File: src/rtl/pkt_dmux_pkg.sv
// Shared packet-word definitions for the demux, LCM and MUX.
package pkt_dmux_pkg;

    localparam int WORD_W  = 134;
    localparam int FLAG_HI = 133;
    localparam int FLAG_LO = 132;
    localparam int TAG_HI  = 127;
    localparam int TAG_LO  = 120;

    typedef logic [WORD_W-1:0] word_t;

    typedef enum logic [1:0] {
        FLAG_ILL  = 2'b00,
        FLAG_HEAD = 2'b01,
        FLAG_TAIL = 2'b10,
        FLAG_BODY = 2'b11
    } flag_e;

    typedef enum logic [1:0] {
        ST_IDLE,
        ST_FWD_LCM,
        ST_FWD_DATA,
        ST_DISCARD
    } state_e;

    // One cycle's worth of output for a port; en=0 means the port is idle.
    typedef struct packed {
        logic  en;
        word_t data;
        logic  wr;
        logic  valid;
        logic  valid_wr;
    } port_req_t;

    function automatic flag_e word_flag(input word_t w);
        return flag_e'(w[FLAG_HI:FLAG_LO]);
    endfunction

    function automatic logic [7:0] word_tag(input word_t w);
        return w[TAG_HI:TAG_LO];
    endfunction

endpackage

File: src/rtl/pkt_dmux_if.sv
// Packet word stream: data with word/end-of-packet strobes and packet-level ready.
interface pkt_dmux_if;
    import pkt_dmux_pkg::*;

    word_t data;
    logic  data_wr;
    logic  data_valid;
    logic  data_valid_wr;
    logic  data_ready;

    modport master (output data, data_wr, data_valid, data_valid_wr, input  data_ready);
    modport slave  (input  data, data_wr, data_valid, data_valid_wr, output data_ready);

endinterface

File: src/rtl/pkt_dmux_out_reg.sv
// Per-port output register: strobes pulse for one cycle, data bus holds its last word.
module pkt_out_reg
    import pkt_dmux_pkg::*;
(
    input  logic      clk,
    input  logic      rst_n,
    input  port_req_t req,
    output word_t     data,
    output logic      wr,
    output logic      valid,
    output logic      valid_wr
);

    // Register the strobes every cycle; load data only when a word is actually written.
    always_ff @(posedge clk or negedge rst_n) begin
        if (!rst_n) begin
            data     <= '0;
            wr       <= 1'b0;
            valid    <= 1'b0;
            valid_wr <= 1'b0;
        end else begin
            wr       <= req.en & req.wr;
            valid    <= req.en & req.valid;
            valid_wr <= req.en & req.valid_wr;
            if (req.en && req.wr)
                data <= req.data;
        end
    end

endmodule

File: src/rtl/pkt_dmux.sv
// Steers control packets (head tag == CTL_TAG) to the LCM and everything else to
// the data path, with framing-error recovery and per-port packet counters.
module pkt_dmux
    import pkt_dmux_pkg::*;
#(
    parameter logic [7:0] CTL_TAG = 8'h01,
    parameter int         CNT_W   = 32
) (
    input  logic             clk,
    input  logic             rst_n,
    pkt_dmux_if.slave        in_dmux,
    pkt_dmux_if.master       lcm,
    pkt_dmux_if.master       fwd,
    output logic [CNT_W-1:0] lcm_pkt_cnt,
    output logic [CNT_W-1:0] fwd_pkt_cnt,
    output logic [CNT_W-1:0] err_cnt
);

    state_e    state, state_nxt;
    logic      bad_q, bad_nxt;     // valid_wr seen on a body word of the current packet
    logic      ready_q;
    port_req_t req, lcm_req, fwd_req;
    logic      to_lcm, pkt_inc, err_inc;

    word_t     in_word;
    flag_e     in_flag;
    logic      in_wr, in_vld, in_vwr, is_ctl;

    assign in_word = in_dmux.data;
    assign in_flag = word_flag(in_word);
    assign in_wr   = in_dmux.data_wr;
    assign in_vld  = in_dmux.data_valid;
    assign in_vwr  = in_dmux.data_valid_wr;
    assign is_ctl  = (word_tag(in_word) == CTL_TAG);

    // State register plus the sticky bad-packet flag.
    always_ff @(posedge clk or negedge rst_n) begin
        if (!rst_n) begin
            state <= ST_IDLE;
            bad_q <= 1'b0;
        end else begin
            state <= state_nxt;
            bad_q <= bad_nxt;
        end
    end

    // Next-state: heads open a packet, tails close it, stray heads/illegal words abort.
    always_comb begin
        state_nxt = state;
        bad_nxt   = bad_q;
        case (state)
            ST_IDLE: begin
                if (in_wr && in_flag == FLAG_HEAD) begin
                    state_nxt = is_ctl ? ST_FWD_LCM : ST_FWD_DATA;
                    bad_nxt   = 1'b0;
                end
            end
            ST_FWD_LCM, ST_FWD_DATA: begin
                if (in_wr) begin
                    case (in_flag)
                        FLAG_BODY: if (in_vwr) bad_nxt = 1'b1;
                        FLAG_TAIL: begin
                            state_nxt = ST_IDLE;
                            bad_nxt   = 1'b0;
                        end
                        default: begin
                            state_nxt = ST_DISCARD;
                            bad_nxt   = 1'b0;
                        end
                    endcase
                end
            end
            default: begin
                if (in_wr && in_flag == FLAG_TAIL)
                    state_nxt = ST_IDLE;
            end
        endcase
    end

    // Output decode: build the one port request for this cycle and the counter bumps.
    always_comb begin
        req     = '0;
        to_lcm  = 1'b0;
        pkt_inc = 1'b0;
        err_inc = 1'b0;
        case (state)
            ST_IDLE: begin
                to_lcm  = is_ctl;
                err_inc = (in_wr && in_flag != FLAG_HEAD) || in_vwr;
                if (in_wr && in_flag == FLAG_HEAD) begin
                    req.en   = 1'b1;
                    req.wr   = 1'b1;
                    req.data = in_word;
                end
            end
            ST_FWD_LCM, ST_FWD_DATA: begin
                to_lcm = (state == ST_FWD_LCM);
                if (in_wr) begin
                    req.en   = 1'b1;
                    req.data = in_word;
                    case (in_flag)
                        FLAG_BODY: req.wr = 1'b1;
                        FLAG_TAIL: begin
                            req.wr       = 1'b1;
                            req.valid_wr = 1'b1;
                            req.valid    = in_vld & in_vwr & ~bad_q;
                            pkt_inc      = 1'b1;
                            err_inc      = ~in_vwr | bad_q;
                        end
                        default: begin
                            // Close the open packet as bad; the offending word is dropped.
                            req.valid_wr = 1'b1;
                            err_inc      = 1'b1;
                        end
                    endcase
                end
            end
            default: ;
        endcase
        lcm_req = to_lcm ? req : '0;
        fwd_req = to_lcm ? '0  : req;
    end

    // Admission: only between packets, and only when both destinations can take a packet.
    always_ff @(posedge clk or negedge rst_n) begin
        if (!rst_n)
            ready_q <= 1'b0;
        else
            ready_q <= lcm.data_ready & fwd.data_ready & (state == ST_IDLE);
    end

    assign in_dmux.data_ready = ready_q;

    // Statistics counters, free-running modulo 2^CNT_W.
    always_ff @(posedge clk or negedge rst_n) begin
        if (!rst_n) begin
            lcm_pkt_cnt <= '0;
            fwd_pkt_cnt <= '0;
            err_cnt     <= '0;
        end else begin
            if (pkt_inc && to_lcm)  lcm_pkt_cnt <= lcm_pkt_cnt + CNT_W'(1);
            if (pkt_inc && !to_lcm) fwd_pkt_cnt <= fwd_pkt_cnt + CNT_W'(1);
            if (err_inc)            err_cnt     <= err_cnt + CNT_W'(1);
        end
    end

    pkt_out_reg u_lcm_reg (
        .clk      (clk),
        .rst_n    (rst_n),
        .req      (lcm_req),
        .data     (lcm.data),
        .wr       (lcm.data_wr),
        .valid    (lcm.data_valid),
        .valid_wr (lcm.data_valid_wr)
    );

    pkt_out_reg u_fwd_reg (
        .clk      (clk),
        .rst_n    (rst_n),
        .req      (fwd_req),
        .data     (fwd.data),
        .wr       (fwd.data_wr),
        .valid    (fwd.data_valid),
        .valid_wr (fwd.data_valid_wr)
    );

endmodule

File: src/flat_wrapper.sv
// flat-port wrapper written by rule: the top's interface ports become plain ports
module pkt_dmux_flat import pkt_dmux_pkg::*;
#(
    parameter logic [7:0] CTL_TAG = 8'h01,
    parameter int         CNT_W   = 32
)
  (clk, rst_n, lcm_pkt_cnt, fwd_pkt_cnt, err_cnt, in_dmux_data, in_dmux_data_wr, in_dmux_data_valid, in_dmux_data_valid_wr, in_dmux_data_ready, lcm_data, lcm_data_wr, lcm_data_valid, lcm_data_valid_wr, lcm_data_ready, fwd_data, fwd_data_wr, fwd_data_valid, fwd_data_valid_wr, fwd_data_ready);
  pkt_dmux_if in_dmux_i ();
  pkt_dmux_if lcm_i ();
  pkt_dmux_if fwd_i ();
  input  logic clk;
  input  logic rst_n;
  output logic [CNT_W-1:0] lcm_pkt_cnt;
  output logic [CNT_W-1:0] fwd_pkt_cnt;
  output logic [CNT_W-1:0] err_cnt;
  input wire logic [$bits(in_dmux_i.data)-1:0] in_dmux_data;
  input wire logic [$bits(in_dmux_i.data_wr)-1:0] in_dmux_data_wr;
  input wire logic [$bits(in_dmux_i.data_valid)-1:0] in_dmux_data_valid;
  input wire logic [$bits(in_dmux_i.data_valid_wr)-1:0] in_dmux_data_valid_wr;
  output wire logic [$bits(in_dmux_i.data_ready)-1:0] in_dmux_data_ready;
  output wire logic [$bits(lcm_i.data)-1:0] lcm_data;
  output wire logic [$bits(lcm_i.data_wr)-1:0] lcm_data_wr;
  output wire logic [$bits(lcm_i.data_valid)-1:0] lcm_data_valid;
  output wire logic [$bits(lcm_i.data_valid_wr)-1:0] lcm_data_valid_wr;
  input wire logic [$bits(lcm_i.data_ready)-1:0] lcm_data_ready;
  output wire logic [$bits(fwd_i.data)-1:0] fwd_data;
  output wire logic [$bits(fwd_i.data_wr)-1:0] fwd_data_wr;
  output wire logic [$bits(fwd_i.data_valid)-1:0] fwd_data_valid;
  output wire logic [$bits(fwd_i.data_valid_wr)-1:0] fwd_data_valid_wr;
  input wire logic [$bits(fwd_i.data_ready)-1:0] fwd_data_ready;
  assign in_dmux_i.data = in_dmux_data;
  assign in_dmux_i.data_wr = in_dmux_data_wr;
  assign in_dmux_i.data_valid = in_dmux_data_valid;
  assign in_dmux_i.data_valid_wr = in_dmux_data_valid_wr;
  assign in_dmux_data_ready = in_dmux_i.data_ready;
  assign lcm_data = lcm_i.data;
  assign lcm_data_wr = lcm_i.data_wr;
  assign lcm_data_valid = lcm_i.data_valid;
  assign lcm_data_valid_wr = lcm_i.data_valid_wr;
  assign lcm_i.data_ready = lcm_data_ready;
  assign fwd_data = fwd_i.data;
  assign fwd_data_wr = fwd_i.data_wr;
  assign fwd_data_valid = fwd_i.data_valid;
  assign fwd_data_valid_wr = fwd_i.data_valid_wr;
  assign fwd_i.data_ready = fwd_data_ready;
  pkt_dmux #(.CTL_TAG(CTL_TAG), .CNT_W(CNT_W)) u_core (.clk(clk), .rst_n(rst_n), .in_dmux(in_dmux_i), .lcm(lcm_i), .fwd(fwd_i), .lcm_pkt_cnt(lcm_pkt_cnt), .fwd_pkt_cnt(fwd_pkt_cnt), .err_cnt(err_cnt));
endmodule
File: config.mk
export PLATFORM = sky130hd
export DESIGN_NAME = pkt_dmux_flat
export DESIGN_NICKNAME = d
export VERILOG_FILES = /design/src/rtl/pkt_dmux_pkg.sv /design/src/rtl/pkt_dmux_if.sv /design/src/rtl/pkt_dmux_out_reg.sv /design/src/rtl/pkt_dmux.sv /design/src/flat_wrapper.sv
export SDC_FILE = /design/constraint.sdc
export NUM_CORES = 1
export LEC_CHECK = 0
export BUFFER_PORTS_ARGS = -buffer_cell sky130_fd_sc_hd__buf_2
export CORE_ASPECT_RATIO = 0.6
export CORE_MARGIN = 10
export CORE_UTILIZATION = 35
export CTS_CLUSTER_DIAMETER = 50
export DETAILED_ROUTE_END_ITERATION = 10
export PLACE_DENSITY_LB_ADDON = 0.2
export SETUP_SLACK_MARGIN = 0.15
export SKIP_CTS_REPAIR_TIMING = 1
export SYNTH_ARGS = -nofsm -noshare
export SYNTH_HDL_FRONTEND = slang
export SYNTH_HIERARCHICAL = 1
export SYNTH_SLANG_ARGS = --single-unit
File: constraint.sdc
create_clock -name clk -period 3.2 [get_ports clk]
set_input_delay 0.64 -clock clk [delete_from_list [all_inputs] [get_ports clk]]
set_output_delay 0.64 -clock clk [all_outputs]
set_load 0.01 [all_outputs]
* Word-level counts from Yosys, hierarchy flattened *
Index checks and enable logic that the tools add are counted.

cells by class
  $add $sub $neg = 3
  multiply operators = 0
  div/mod/pow operators = 0
  order comparisons = 0
  equal/unequal tests = 11
  shift-type cells = 0
  muxes and demuxes = 27
  bitwise operators = 13
  reductions and logical operators = 16

operator list
  operator                                                                 number
  138-bit two-way mux                                                      3
  136-bit case mux with 2 select lines                                     1
  136-bit two-way mux                                                      1
  32-bit by 1-bit adder with 32-bit output, second input constant          3
  1-bit two-way mux                                                        11
  1-bit AND                                                                10
  2-bit two-way mux                                                        5
  8-bit by 1-bit == test with 1-bit output, second input constant          1
  1-bit case mux with 2 select lines                                       4
  2-bit case mux with 2 select lines                                       2
  4-bit AND reduction                                                      2
  1-bit logical AND                                                        7
  2-bit == test, second input constant                                     3
  2-bit by 1-bit == test with 1-bit output, second input constant          2
  2-bit by 1-bit inequality test with 1-bit output, second input constant  2
  2-bit inequality test, second input constant                             2
  2-bit OR reduction                                                       2
  3-bit inequality test, second input constant                             1
  3-bit nonzero test                                                       1
  2-bit zero test                                                          1
  1-bit inverter                                                           2
  2-bit nonzero test                                                       1
  1-bit zero test                                                          1
  1-bit logical OR                                                         1
  1-bit OR                                                                 1

word-level totals
  flip-flop bits (word level) = 374
  latch bits = 0
  RAM bits = 0
  ROM bits = 0
  input bits = 141
  memories = 0

* Logic depth before layout (Yosys ltp) *
  depth after elaboration = 7
  mapped depth = 11
  depth with buffers taken out = 7

* Cells and area by module *
Netlist, hierarchy kept.

by module, submodules not included
  module       instances  cells each  area an instance (um^2)  sequential area each (um^2)
  pkt_out_reg  2          289         5,258.8                  3,428.3
  pkt_dmux     1          753         6,620.1                  2,502.4

* Worst setup path before layout *
OpenSTA, ideal clock, no wires.

  path type = input to register
  start = in in_dmux_data[124]
  end = reg u_core.u_lcm_reg.data[100]
  setup time = 0.125 ns
  arrival = 2.940 ns
  data required time = 3.075 ns
  path slack = 0.135 ns
  stages on the path = 9
  buffers on the path = 4
  cell sequence = or4_4 > o31a_4 > nor2_2 > clkbuf_1 > and2_1 > buf_6 > buf_6 > buf_6 > mux2_4

RTL lines
  item                  RTL line                text
  from (decl)           flat_wrapper.sv:16      input wire logic [$bits(in_dmux_i.data)-1:0] in_dmux_data;
  to (signal assigned)  pkt_dmux_out_reg.sv:26  data <= req.data;
  to (decl)             pkt_dmux_out_reg.sv:8   output word_t data,

* Worst setup path after layout *
  start = reg u_core.state[0]
  end = reg u_core.u_fwd_reg.data[69]

on the way
  longest elaborated chain between the ends = 5

RTL lines
  item                                                                                               RTL line                        text
  from (decl)                                                                                        pkt_dmux.sv:19                  state_e state, state_nxt;
  from (signal assigned)                                                                             pkt_dmux.sv:42                  state <= state_nxt;
  2-bit == test / 2-bit by 1-bit == test with 1-bit output (equally long branches)                   pkt_dmux.sv:86, pkt_dmux.sv:97
  2-bit OR reduction                                                                                 pkt_dmux.sv:86                  case (state)
  136-bit case mux with 2 select lines / 1-bit case mux with 2 select lines (equally long branches)  pkt_dmux.sv:86
  138-bit two-way mux (*)                                                                            pkt_dmux.sv:121                 fwd_req = to_lcm ? '0 : req;
  1-bit logical AND                                                                                  pkt_dmux_out_reg.sv:25          if (req.en && req.wr)
  to (signal assigned)                                                                               pkt_dmux_out_reg.sv:26
  to (decl)                                                                                          pkt_dmux_out_reg.sv:8

Mark *: on every way between the ends. The rest lies on a longest branch, timed or not.
A chain may end at the register's enable or synchronous reset.

==> run_results.csv <==
group,metric,value,unit
die,die-width,306,um
grt,grt_first_pass_wirelength,79800,um
grt,grt_max_degree,113,
setup_path,critical_path_origin,"u_core/state[0]$_DFFE_PN0P_",
grt,global_route.overflow_total,0,
synthesis,cells_taking_the_most_area_after_synthesis,"dfrtp_1, mux2_2, and2_1, mux2_4, xnor2_1",
setup_path,endpoint_kind,"register",
sta,post_layout_minimum_cycle_time,2.84,ns
clocking,cts_max_path_buffers,3,
die,placement_rows,62,
die,io_pins,512,
die,floorplan.initialDensity,35.6,%
synthesis,synth_nets,1477,
synthesis,ys_ff_latch,374,
synthesis,synth_top_area_share,54.6,%
sta,final_hold_violations,0,
grt,grt_pass1_vias,12800,
setup_path,crit_fanout,19,
synthesis,yosysWarningCount,6,
place,gpl.final_weighted_congestion,0.813,
sta,achievable-frequency,352,MHz
sta,setup_viol_count_final,0,
sta,setup_total_negative_slack,0,ns
synthesis,yosys_most_used_dff,"dfrtp_1",
clocking,clk-insertion-delay-late,0.54,ns
place,io_buffer_count,511,
routing,drt_wl_total,52000,um
setup_path,critical_path.startpoint_type,"register",
routing,routed_wire_length_per_instance,20.6,um
grt,grt_util_all_layers,17.1,%
setup_path,critical-path-max-stage-delay,0.45,ns
power,vdd_ir_drop_max,0.333,mV
setup_path,crit_arrival,3.24,ns
routing,first_iter_violations,479,
setup_path,worstPathRequired,3.61,ns
routing,vias,11900,
routing,drt-pass1-iter-count,5,
synthesis,netlist_cell_types,43,
grt,grt_antenna_before_repair,8,
die,chipHeight,191,um
clocking,cts_tree,"built",
setup_path,cpMaxStageDelayCell,"and2_4",
routing,detail_route.drc_violations,0,
routing,post_drt_via_cell_ratio,4.70,
synthesis,synthesis.area_per_instance,12.9,um^2
sta,setup_repair_after_global_routing_missed_its_margin,"no",
clocking,clkTransAtPathRegs,0.06,ns
place,dp_hpwl,38000,um
power,power.static_leakage,11.6,nW
setup_path,timing.reg2reg.setup_slack,0.36,ns
setup_path,setup_cp_type,"reg -> reg",
place,placed_cells,2451,
clocking,cts_made_buffers,41,
synthesis,asyncSetResetFlopFracSynth,100,%
flow_run,drv_cap,0,
setup_path,cp_common_cell,"buf_4",
synthesis,synth_area_leader_cell,"dfrtp_1",
clocking,clock-root-buffer,"clkbuf_16",
clocking,cts_htree_levels,2,
setup_path,worstPathCellList,"inv_1, ha_1, buf_4, o21ai_0, nor2_4, and2_4, buf_4, mux2_2",
die,die_area,58500,um^2
sta,final_slew_violations,0,
synthesis,post_synth_inst_count,1331,
routing,drt.antenna.violating_nets,0,
sta,worstMarginPinSlew,0.800,ns
clocking,cts.sink_count,374,
die,core_area,48100,um^2
synthesis,syn-cell-area,17100,um^2
layout,finish.net_count,2000,
layout,post_route_cells_drive_above_1_share,47.9,%
power,cellPowerDensity,698,nW/um^2
sta,fin_skew,0.0157,ns
synthesis,synth_enable_flop_cells,0,
synthesis,ys_seq_area_share,54.6,%
layout,final_cell_count_no_fill,2528,
worst_hold_path,worstHoldPathType,"in -> async",
setup_path,critical_path.reg2reg.startpoint,"u_core/state[0]$_DFFE_PN0P_",
layout,syn_to_final_growth,27.9,%
run_status,run_status,"complete, no violations",
sta,slew_headroom,46.6,%
sta,period_share,88.7,%
cells in the final DEF, fill, tap and decap left out, types with 11 or more instances in the layout:
cell / instances
clkbuf_16: 43
nand3_1: 31
nand4_1: 26
inv_1: 14
nor3_1: 22
nand2_1: 36
dfrtp_1: 374
buf_4: 26
and3_1: 13
mux2_2: 175
xor2_1: 46
nor2_1: 36
buf_12: 11
nor4_1: 17
and2_1: 273
buf_2: 510
mux2_4: 98
xnor2_1: 47
metrics by stage:
stage | hold slack [ns] | power (W) | cell area [um^2] | utilization (%) | worst slack (ns)
2_1_floorplan | 0.344 | 0.00868 | 17100 | - | 0.199
3_3_place_gp | 0.455 | 0.0106 | 20500 | 42.7 | 0.211
3_5_place_dp | 0.455 | 0.0107 | 20500 | 42.7 | 0.201
4_1_cts | 0.130 | 0.0156 | 21900 | 45.6 | 0.356
5_1_grt | 0.150 | 0.0162 | 21900 | 45.6 | 0.246
6_report | 0.121 | 0.0153 | 21900 | 45.6 | 0.362
layout make-up:
class / count / area (um^2)
inverter: 14 / 52.6
multi-input combinational: 875 / 7350
clock buffer: 59 / 1230
antenna: 4 / 10.0
sequential: 374 / 9360
timing repair buffer: 548 / 2980
fill: 4486 / 26200
tap: 640 / 801
clock inverter: 14 / 141
worst paths after layout:
kind,to,depth (start not counted)
setup / recovery,u_core/u_fwd_reg/data[69]$_DFFE_PN0P_,8
min in group clk,u_core/in_dmux.data_ready$_DFF_PN0_,2
hold reg to reg,u_core/err_cnt[31]$_DFFE_PN0P_,1
max in group asynchronous,u_core/u_fwd_reg/data[11]$_DFFE_PN0P_,2
setup reg to reg,u_core/u_fwd_reg/data[69]$_DFFE_PN0P_,8
hold / removal,u_core/lcm_pkt_cnt[31]$_DFFE_PN0P_,1
routing by layer:
layer  track usage (%)  part of all wire [%]
met1              22.0                    44
met2              27.9                    47
met3              6.03                   7.5
met4              3.14                   1.4
met5                 0                  0.11
state kept, by name, indices dropped and copies added, names as in the netlist:
signal                     flops
u_core/u_lcm_reg/valid         1
u_core/u_fwd_reg/valid_wr      1
u_core/u_lcm_reg/wr            1
u_core/lcm_pkt_cnt            32
u_core/in_dmux.data_ready      1
u_core/err_cnt                32
u_core/u_fwd_reg/data        134
u_core/u_fwd_reg/wr            1
u_core/u_lcm_reg/data        134
u_core/state                   2
u_core/fwd_pkt_cnt            32
u_core/u_lcm_reg/valid_wr      1
u_core/u_fwd_reg/valid         1
u_core/bad_q                   1
cell usage after synthesis, types with 2 or more instances:
master and number:
dfrtp_1 374, and2_1 275, mux2_2 175, mux2_4 98, xnor2_1 47, xor2_1 46, nor2_1 37, nand2_1 36
clkbuf_1 33, nand3_1 31, nand4_1 26, nor3_1 22, buf_2 20, nor4_1 17, buf_6 14, inv_1 14
and3_1 13, a21oi_1 5, ha_1 5, nand2b_1 5, o21ai_0 5, and4_1 4, nor2b_1 4, nand3b_1 3
nor4_2 3, or4_4 2
critical path: cells and delay by family, from the launching register on:
kind	cells	cell delay (ns)
flip-flops	1	0.40
buffers and inverters	3	0.65
AND/OR/NAND/NOR	2	0.63
AO/OA/AOI/OAI	1	0.26
adder cells (fa/ha/maj)	1	0.35
multiplexers	1	0.39
kinds of logic after synthesis:
family	Yosys count	share of synthesized area (%)
AO/OA/AOI/OAI	16	0.679
XOR/XNOR	93	4.75
adder cells (fa/ha/maj)	5	0.365
buffers and inverters	82	2.58
flip-flops	374	54.6
multiplexers	273	20.1
AND/OR/NAND/NOR	488	16.9
power by group:
part	internal (W)	switching (W)
Clock	0.00283	0.00195
Combinational	0.00203	0.00230
Sequential	0.00560	0.000588
Total	0.0105	0.00483
Power figures use the tool's default switching activity.
